## config.mk

```make
export PLATFORM = sky130hd
export DESIGN_NAME = uart_rx_bit_sampler
export DESIGN_NICKNAME = d
export VERILOG_FILES = /design/src/rtl/uart_rx_bit_sampler_pkg.sv /design/src/rtl/uart_rx_edge_bit_cnt.sv /design/src/rtl/uart_rx_bit_sampler.sv
export SDC_FILE = /design/constraint.sdc
export NUM_CORES = 1
export LEC_CHECK = 0
export BUFFER_PORTS_ARGS = -buffer_cell sky130_fd_sc_hd__buf_4
export CORE_MARGIN = 2
export CORE_UTILIZATION = 45
export DETAILED_ROUTE_END_ITERATION = 16
export GPL_TIMING_DRIVEN = 1
export PLACE_DENSITY = 0.7
export SYNTH_ARGS = -nofsm -noshare
export SYNTH_HDL_FRONTEND = slang
export SYNTH_HIERARCHICAL = 1
export SYNTH_SLANG_ARGS = --single-unit
```

## constraint.sdc

```tcl
create_clock -name clk_RX -period 2.95 [get_ports clk_RX]
set_input_delay 0.4425 -clock clk_RX [delete_from_list [all_inputs] [get_ports clk_RX]]
set_output_delay 0.4425 -clock clk_RX [all_outputs]
set_load 0.02 [all_outputs]
```

## src/rtl/uart_rx_bit_sampler_pkg.sv

```systemverilog
// Shared UART receiver definitions: parameter defaults, idle line level,
// the usual prescale ratios and the 3-sample majority helper.
package uart_rx_bit_sampler_pkg;

    localparam int PRESCALE_W_DEF = 6;
    localparam int BIT_CNT_W_DEF  = 4;
    localparam int FRAME_BITS_DEF = 11;   // start + 8 data + parity + stop

    localparam logic IDLE_LEVEL = 1'b1;   // UART line idles high

    localparam int PRESCALE_8  = 8;
    localparam int PRESCALE_16 = 16;
    localparam int PRESCALE_32 = 32;

    function automatic logic majority3(input logic a, input logic b, input logic c);
        return (a & b) | (b & c) | (a & c);
    endfunction

endpackage

```

## src/rtl/uart_rx_edge_bit_cnt.sv

```systemverilog
// Edge-within-bit and bit-within-frame counters for the RX oversampler.
// bit_done is decoded from the registered edge count so the bit counter
// and the edge wrap happen on the same clock edge.
module uart_rx_edge_bit_cnt
    import uart_rx_bit_sampler_pkg::*;
#(
    parameter int PRESCALE_W = PRESCALE_W_DEF,
    parameter int BIT_CNT_W  = BIT_CNT_W_DEF,
    parameter int FRAME_BITS = FRAME_BITS_DEF
) (
    input  logic                  clk_RX,
    input  logic                  rst,
    input  logic                  samp_en,
    input  logic [PRESCALE_W-1:0] prescale,
    output logic [PRESCALE_W-1:0] edge_cnt,
    output logic [BIT_CNT_W-1:0]  bit_cnt,
    output logic                  bit_done
);

    localparam logic [BIT_CNT_W-1:0] LAST_BIT = BIT_CNT_W'(FRAME_BITS - 1);

    logic [PRESCALE_W-1:0] last_edge;

    // '>=' rather than '==' so an illegal or changed prescale can never
    // strand the counter above its wrap point.
    assign last_edge = prescale - PRESCALE_W'(1);
    assign bit_done  = samp_en && (edge_cnt >= last_edge);

    // Count edges within a bit and bits within a frame; clear while disabled.
    always_ff @(posedge clk_RX or posedge rst) begin
        if (rst) begin
            edge_cnt <= '0;
            bit_cnt  <= '0;
        end else if (!samp_en) begin
            edge_cnt <= '0;
            bit_cnt  <= '0;
        end else if (bit_done) begin
            edge_cnt <= '0;
            bit_cnt  <= (bit_cnt >= LAST_BIT) ? '0 : bit_cnt + BIT_CNT_W'(1);
        end else begin
            edge_cnt <= edge_cnt + PRESCALE_W'(1);
        end
    end

endmodule

```

## src/rtl/uart_rx_bit_sampler.sv

```systemverilog
// UART RX oversampling front end: samples each bit around its centre and
// produces one resolved sampled_bit per bit period with a sample_valid pulse.
// Build option UART_RX_MAJORITY_VOTE_EN: 3-sample majority at edges
// mid-1/mid/mid+1 (result at mid+1); otherwise a single sample at edge mid.
module uart_rx_bit_sampler
    import uart_rx_bit_sampler_pkg::*;
#(
    parameter int PRESCALE_W = PRESCALE_W_DEF,
    parameter int BIT_CNT_W  = BIT_CNT_W_DEF,
    parameter int FRAME_BITS = FRAME_BITS_DEF
) (
    input  logic                  clk_RX,
    input  logic                  rst,
    input  logic                  RX_IN,
    input  logic [PRESCALE_W-1:0] prescale,
    input  logic                  samp_en,
    output logic [PRESCALE_W-1:0] edge_cnt,
    output logic [BIT_CNT_W-1:0]  bit_cnt,
    output logic                  bit_done,
    output logic                  sampled_bit,
    output logic                  sample_valid
);

    logic [PRESCALE_W-1:0] mid;
    logic                  resolve_pt;
    logic                  resolved;

    assign mid = prescale >> 1;

    uart_rx_edge_bit_cnt #(
        .PRESCALE_W (PRESCALE_W),
        .BIT_CNT_W  (BIT_CNT_W),
        .FRAME_BITS (FRAME_BITS)
    ) u_cnt (
        .clk_RX   (clk_RX),
        .rst      (rst),
        .samp_en  (samp_en),
        .prescale (prescale),
        .edge_cnt (edge_cnt),
        .bit_cnt  (bit_cnt),
        .bit_done (bit_done)
    );

`ifdef UART_RX_MAJORITY_VOTE_EN
    logic [PRESCALE_W-1:0] mid_m1;
    logic [PRESCALE_W-1:0] mid_p1;
    logic                  s0;
    logic                  s1;

    assign mid_m1 = mid - PRESCALE_W'(1);
    assign mid_p1 = mid + PRESCALE_W'(1);

    // Capture the two early samples; the third is the live line at mid+1.
    always_ff @(posedge clk_RX or posedge rst) begin
        if (rst) begin
            s0 <= 1'b0;
            s1 <= 1'b0;
        end else if (!samp_en) begin
            s0 <= 1'b0;
            s1 <= 1'b0;
        end else begin
            if (edge_cnt == mid_m1) s0 <= RX_IN;
            if (edge_cnt == mid)    s1 <= RX_IN;
        end
    end

    assign resolve_pt = samp_en && (edge_cnt == mid_p1);
    assign resolved   = majority3(s0, s1, RX_IN);
`else
    assign resolve_pt = samp_en && (edge_cnt == mid);
    assign resolved   = RX_IN;
`endif

    // Register the resolved bit and flag it valid in the following cycle.
    always_ff @(posedge clk_RX or posedge rst) begin
        if (rst) begin
            sampled_bit  <= IDLE_LEVEL;
            sample_valid <= 1'b0;
        end else begin
            sample_valid <= resolve_pt;
            if (resolve_pt) sampled_bit <= resolved;
        end
    end

endmodule

```

======== Yosys cells after proc, flatten, opt, wreduce, memory -nomap -nowiden ========
Cells that the tools add are included.
storage, ports and cells
  bits in registers ....................... 12
  latch bits .............................. 0
  bits in writable memories ............... 0
  ROM bits ................................ 0
  memories ................................ 0
operators by class
  $add $sub $neg .......................... 3
  $mul .................................... 0
  div/mod/pow operators ................... 0
  magnitude comparators ................... 2
  equal/unequal tests ..................... 2
  shifts and indexed selects .............. 0
  multiplexer cells ....................... 5
  bitwise operators ....................... 0
  reduce and logical (&&, ||, !) cells .... 2
operators with widths
  operator             count
  $mux 4               3
  $mux 6               2
  $add 6x1->6 const B  1
  $eq 6x5->1           1
  $ge 6x6->1           1
  $sub 6x1->6 const B  1
  $add 4x1->4 const B  1
  $ge 4x4->1 const B   1
  $logic_and 1x1->1    2
  $ne 2x1->1 const B   1

======== Longest topological paths before layout ========
  depth after elaboration ................. 5
  gate-level depth with buffers ........... 9
  mapped depth without buffers ............ 9

======== Modules after synthesis ========
Netlist, hierarchy kept.
modules (own cells, without submodules)
  module                instances  cells each  area an instance (um^2)
  uart_rx_edge_bit_cnt  1          69          673.1
  uart_rx_bit_sampler   1          15          151.4

======== Worst setup path after synthesis ========
OpenSTA, ideal clock, no wires.
  path kind ............................... input -> output
  start point ............................. input port prescale[1]
  end point ............................... output port bit_done
  data arrival time ....................... 2063 ps
  data required time ...................... 2508 ps
  slack ................................... 445 ps
  cell stages on the path ................. 7
  path buffers ............................ 0
  path through ............................ or3_1 nor3_1 xnor2_1 ha_1 a21oi_1 o221a_4 and2b_2
between the ends
  word-level cells in the longest chain between the ends .. 3
ends and longest elaborated chain
  what               RTL line                    RTL
  start, declared    uart_rx_bit_sampler.sv:15   input logic [PRESCALE_W-1:0] prescale,
  $sub 6x1->6        uart_rx_edge_bit_cnt.sv:26  assign last_edge = prescale - PRESCALE_W'(1);
  $ge 6x6->1         uart_rx_edge_bit_cnt.sv:27  assign bit_done = samp_en && (edge_cnt >= last_edge);
  $logic_and 1x1->1  uart_rx_edge_bit_cnt.sv:27
  end, declared      uart_rx_bit_sampler.sv:19   output logic bit_done,
No other way between the ends.

======== Final worst setup path ========
Ends and elaborated chain as after synthesis.

==> impl_metrics.toml <==
[power]
irDropWorstVdd_mv = 0.255
power_mw = 0.428
power_leakage_nw = 0.526
comb_power_share = 0.247
switching_share = 0.285
p_per_area_nw_per_um2 = 405
seqPwrFrac = 0.447
p_clk_frac = 0.306
p_int_mw = 0.306
p_switching_mw = 0.122

[hold_path]
hp-class = "in -> async"

[drt]
routed_wl_um = 1640
wl_per_cell_um = 12.2
via_count = 678
drt_iter0_markers = 14
route.detailed.drc = 0
ant_nets = 0
first_pass_iters = 4
post_drt_via_cell_ratio = 5.02

[clock_network]
cts_hold_buf = 0
clk_path_buf_depth = 2
postCtsSetupBuffers = 0
clk_pin_slew_ns = 0.07
root_buffer = "clkbuf_4"
cts_tree = "built"
htree_levels = 1
numCtsBuffers = 3
clk_latency_ns = 0.28
cts_num_sinks = 12
cts_resized = 0

[worst_setup_path]
cp_max_fo = 8
crit_type = "in -> out"
regToRegEndpoint = "u_cnt/bit_cnt[0]"
worstPathCellList = "buf_4 > or3_1 > nor3_1 > xnor2_1 > ha_1 > a21oi_1 > o221a_4 > and2b_2 > buf_4"
cp_slowest_cell = "or3_1"
cp_common_cell = "buf_4"
r2r_slack_ns = 1.14
worst-r2r-cell-count = 7
end_kind = "primary output"
critPathLaunch = "prescale[1]"
startpoint_type = "input pin"
endpoint = "bit_done"
cp_data_required_time_ns = 2.51
reg2reg_from = "u_cnt/edge_cnt[0]"
max_stage_delay_ns = 0.40
crit_arrival_ns = 2.37

[yosys]
synth-edff-count = 0
syn_nets = 104
syn_area_um2 = 825
synth_flop_cell = "dfrtp_1"
syn_avg_cell_area_um2 = 9.82
yosys_warnings = 6
ys_ff_latch = 12
async_reset_ff_frac = 1.00
ys_seq_area_frac = 0.366
synthCells = 84
ys_types = 28

[global_routing]
grt_pass1_wl_um = 2640
grt_usage = 0.178
antenna_found_initial = 0
grt_overflow = 0
grt_max_degree = 11
grt_pass1_vias = 586

[sta]
hold_viol_final = 0
finClkSkew_ns = 0.00336
maxSlewHeadroom = 0.733
rsz0062_at_grt = "no"
maxSlewViolCount = 0
layout_setup_ws_ns = 0.137
tns_ns = 0
fin_crit_ns = 2.81
setup_viol = 0
whs_ns = 0.0144
fin_crit_sh = 0.954
worst_pin_slew_ns = 0.400
max_clock_freq_mhz = 355

[run_status]
status = "finished, final reports clean"

[die]
fp.dieW_um = 46.8
die_h_um = 46.8
initial_utilization = 0.478
dieArea_um2 = 2190
core_um2 = 1730
io_pins = 23
rows = 15

[cells_and_area]
fin_util = 0.612
drive_above_1_share = 0.300
antenna_cells = 0
synthToLayoutAreaGrowth_pct = 28.2
nets = 131
mostFrequentLayoutCells = "buf_4 (22), dfrtp_1 (11), ha_1 (10)"
fin_cells = 135
finalInstanceArea_um2 = 1060
final_common_cell = "buf_4"

[placement]
routabilityCongestion = 0.763
place_ws_ns = 0.151
port-buffer-count = 22
dp_cells = 131
dpl-instance-area_um2 = 1020
dp_hpwl_um = 1260

[flow_run]
cap_violations = 0
## cells in the mapped netlist, types with 2 or more instances
library cell,n,area (um2)
ha_1,10,125
o211ai_1,2,15.0
nor2_1,8,30.0
nand2b_1,3,18.8
o31ai_1,2,15.0
xnor2_1,6,52.6
nand2_1,5,18.8
inv_1,9,33.8
xor2_1,4,35.0
dfrtp_1,11,275
o21ai_1,2,10.0
a21oi_1,3,15.0
nand3_1,4,20.0
## worst max-delay path: cells and delay by family
kind	cells	cell delay, ns
AO/OA/AOI/OAI	2	0.42
XOR/XNOR	1	0.15
AND/OR/NAND/NOR	3	0.82
buffers and inverters	2	0.27
adder cells (fa/ha/maj)	1	0.27
## cell families (layout without fill, tap and decap cells)
kind of cell | count (synthesis) | in the layout | synth area share
AO/OA/AOI/OAI | 12 | 12 | 0.117
AND/OR/NAND/NOR | 29 | 29 | 0.188
buffers and inverters | 9 | 35 | 0.0410
multiplexers | 2 | 2 | 0.0303
adder cells (fa/ha/maj) | 10 | 10 | 0.152
XOR/XNOR | 10 | 10 | 0.106
flip-flops | 12 | 12 | 0.366
## area by class of cell
type                       count  area [um2]
timing repair buffer          22         165
multi-input combinational     63         489
clock buffer                   4        36.3
fill                         156         669
inverter                       9        33.8
sequential                    12         302
tap                           25        31.3
## worst min path at each step
stage	from	endpoint	slack, ns	depth (start not counted)
4_1_cts	rst	sample_valid	0.007	2
3_3_place_gp	rst	sample_valid	0.31	2
6_report	rst	sample_valid	0.01	2
2_1_floorplan	rst	sample_valid	0.18	1
3_5_place_dp	rst	sample_valid	0.31	2
5_1_grt	rst	sample_valid	0.005	2
## power by group through the flow
| stage | clock [mW] | sequential (mW) | combinational (mW) |
|---|---|---|---|
| floorplan | 0 | 0.206 | 0.0510 |
| global placement | 0 | 0.195 | 0.104 |
| detailed placement | 0 | 0.195 | 0.106 |
| CTS | 0.135 | 0.192 | 0.107 |
| global route | 0.146 | 0.194 | 0.117 |
| finish | 0.131 | 0.191 | 0.106 |
## sequential cells by signal (all words and copies together), names as in the netlist
signal	flops
u_cnt/edge_cnt	6
u_cnt/bit_cnt	4
sample_valid	1
sampled_bit	1
## metal layers
metal,up-vias,track usage,wire (um)
li1,341,-,-
met1,316,0.223,783
met2,16,0.277,749
met3,5,0.0577,74
met4,0,0.0833,36
met5,-,0,0
Note: power is estimated with default switching activity, not from simulation.
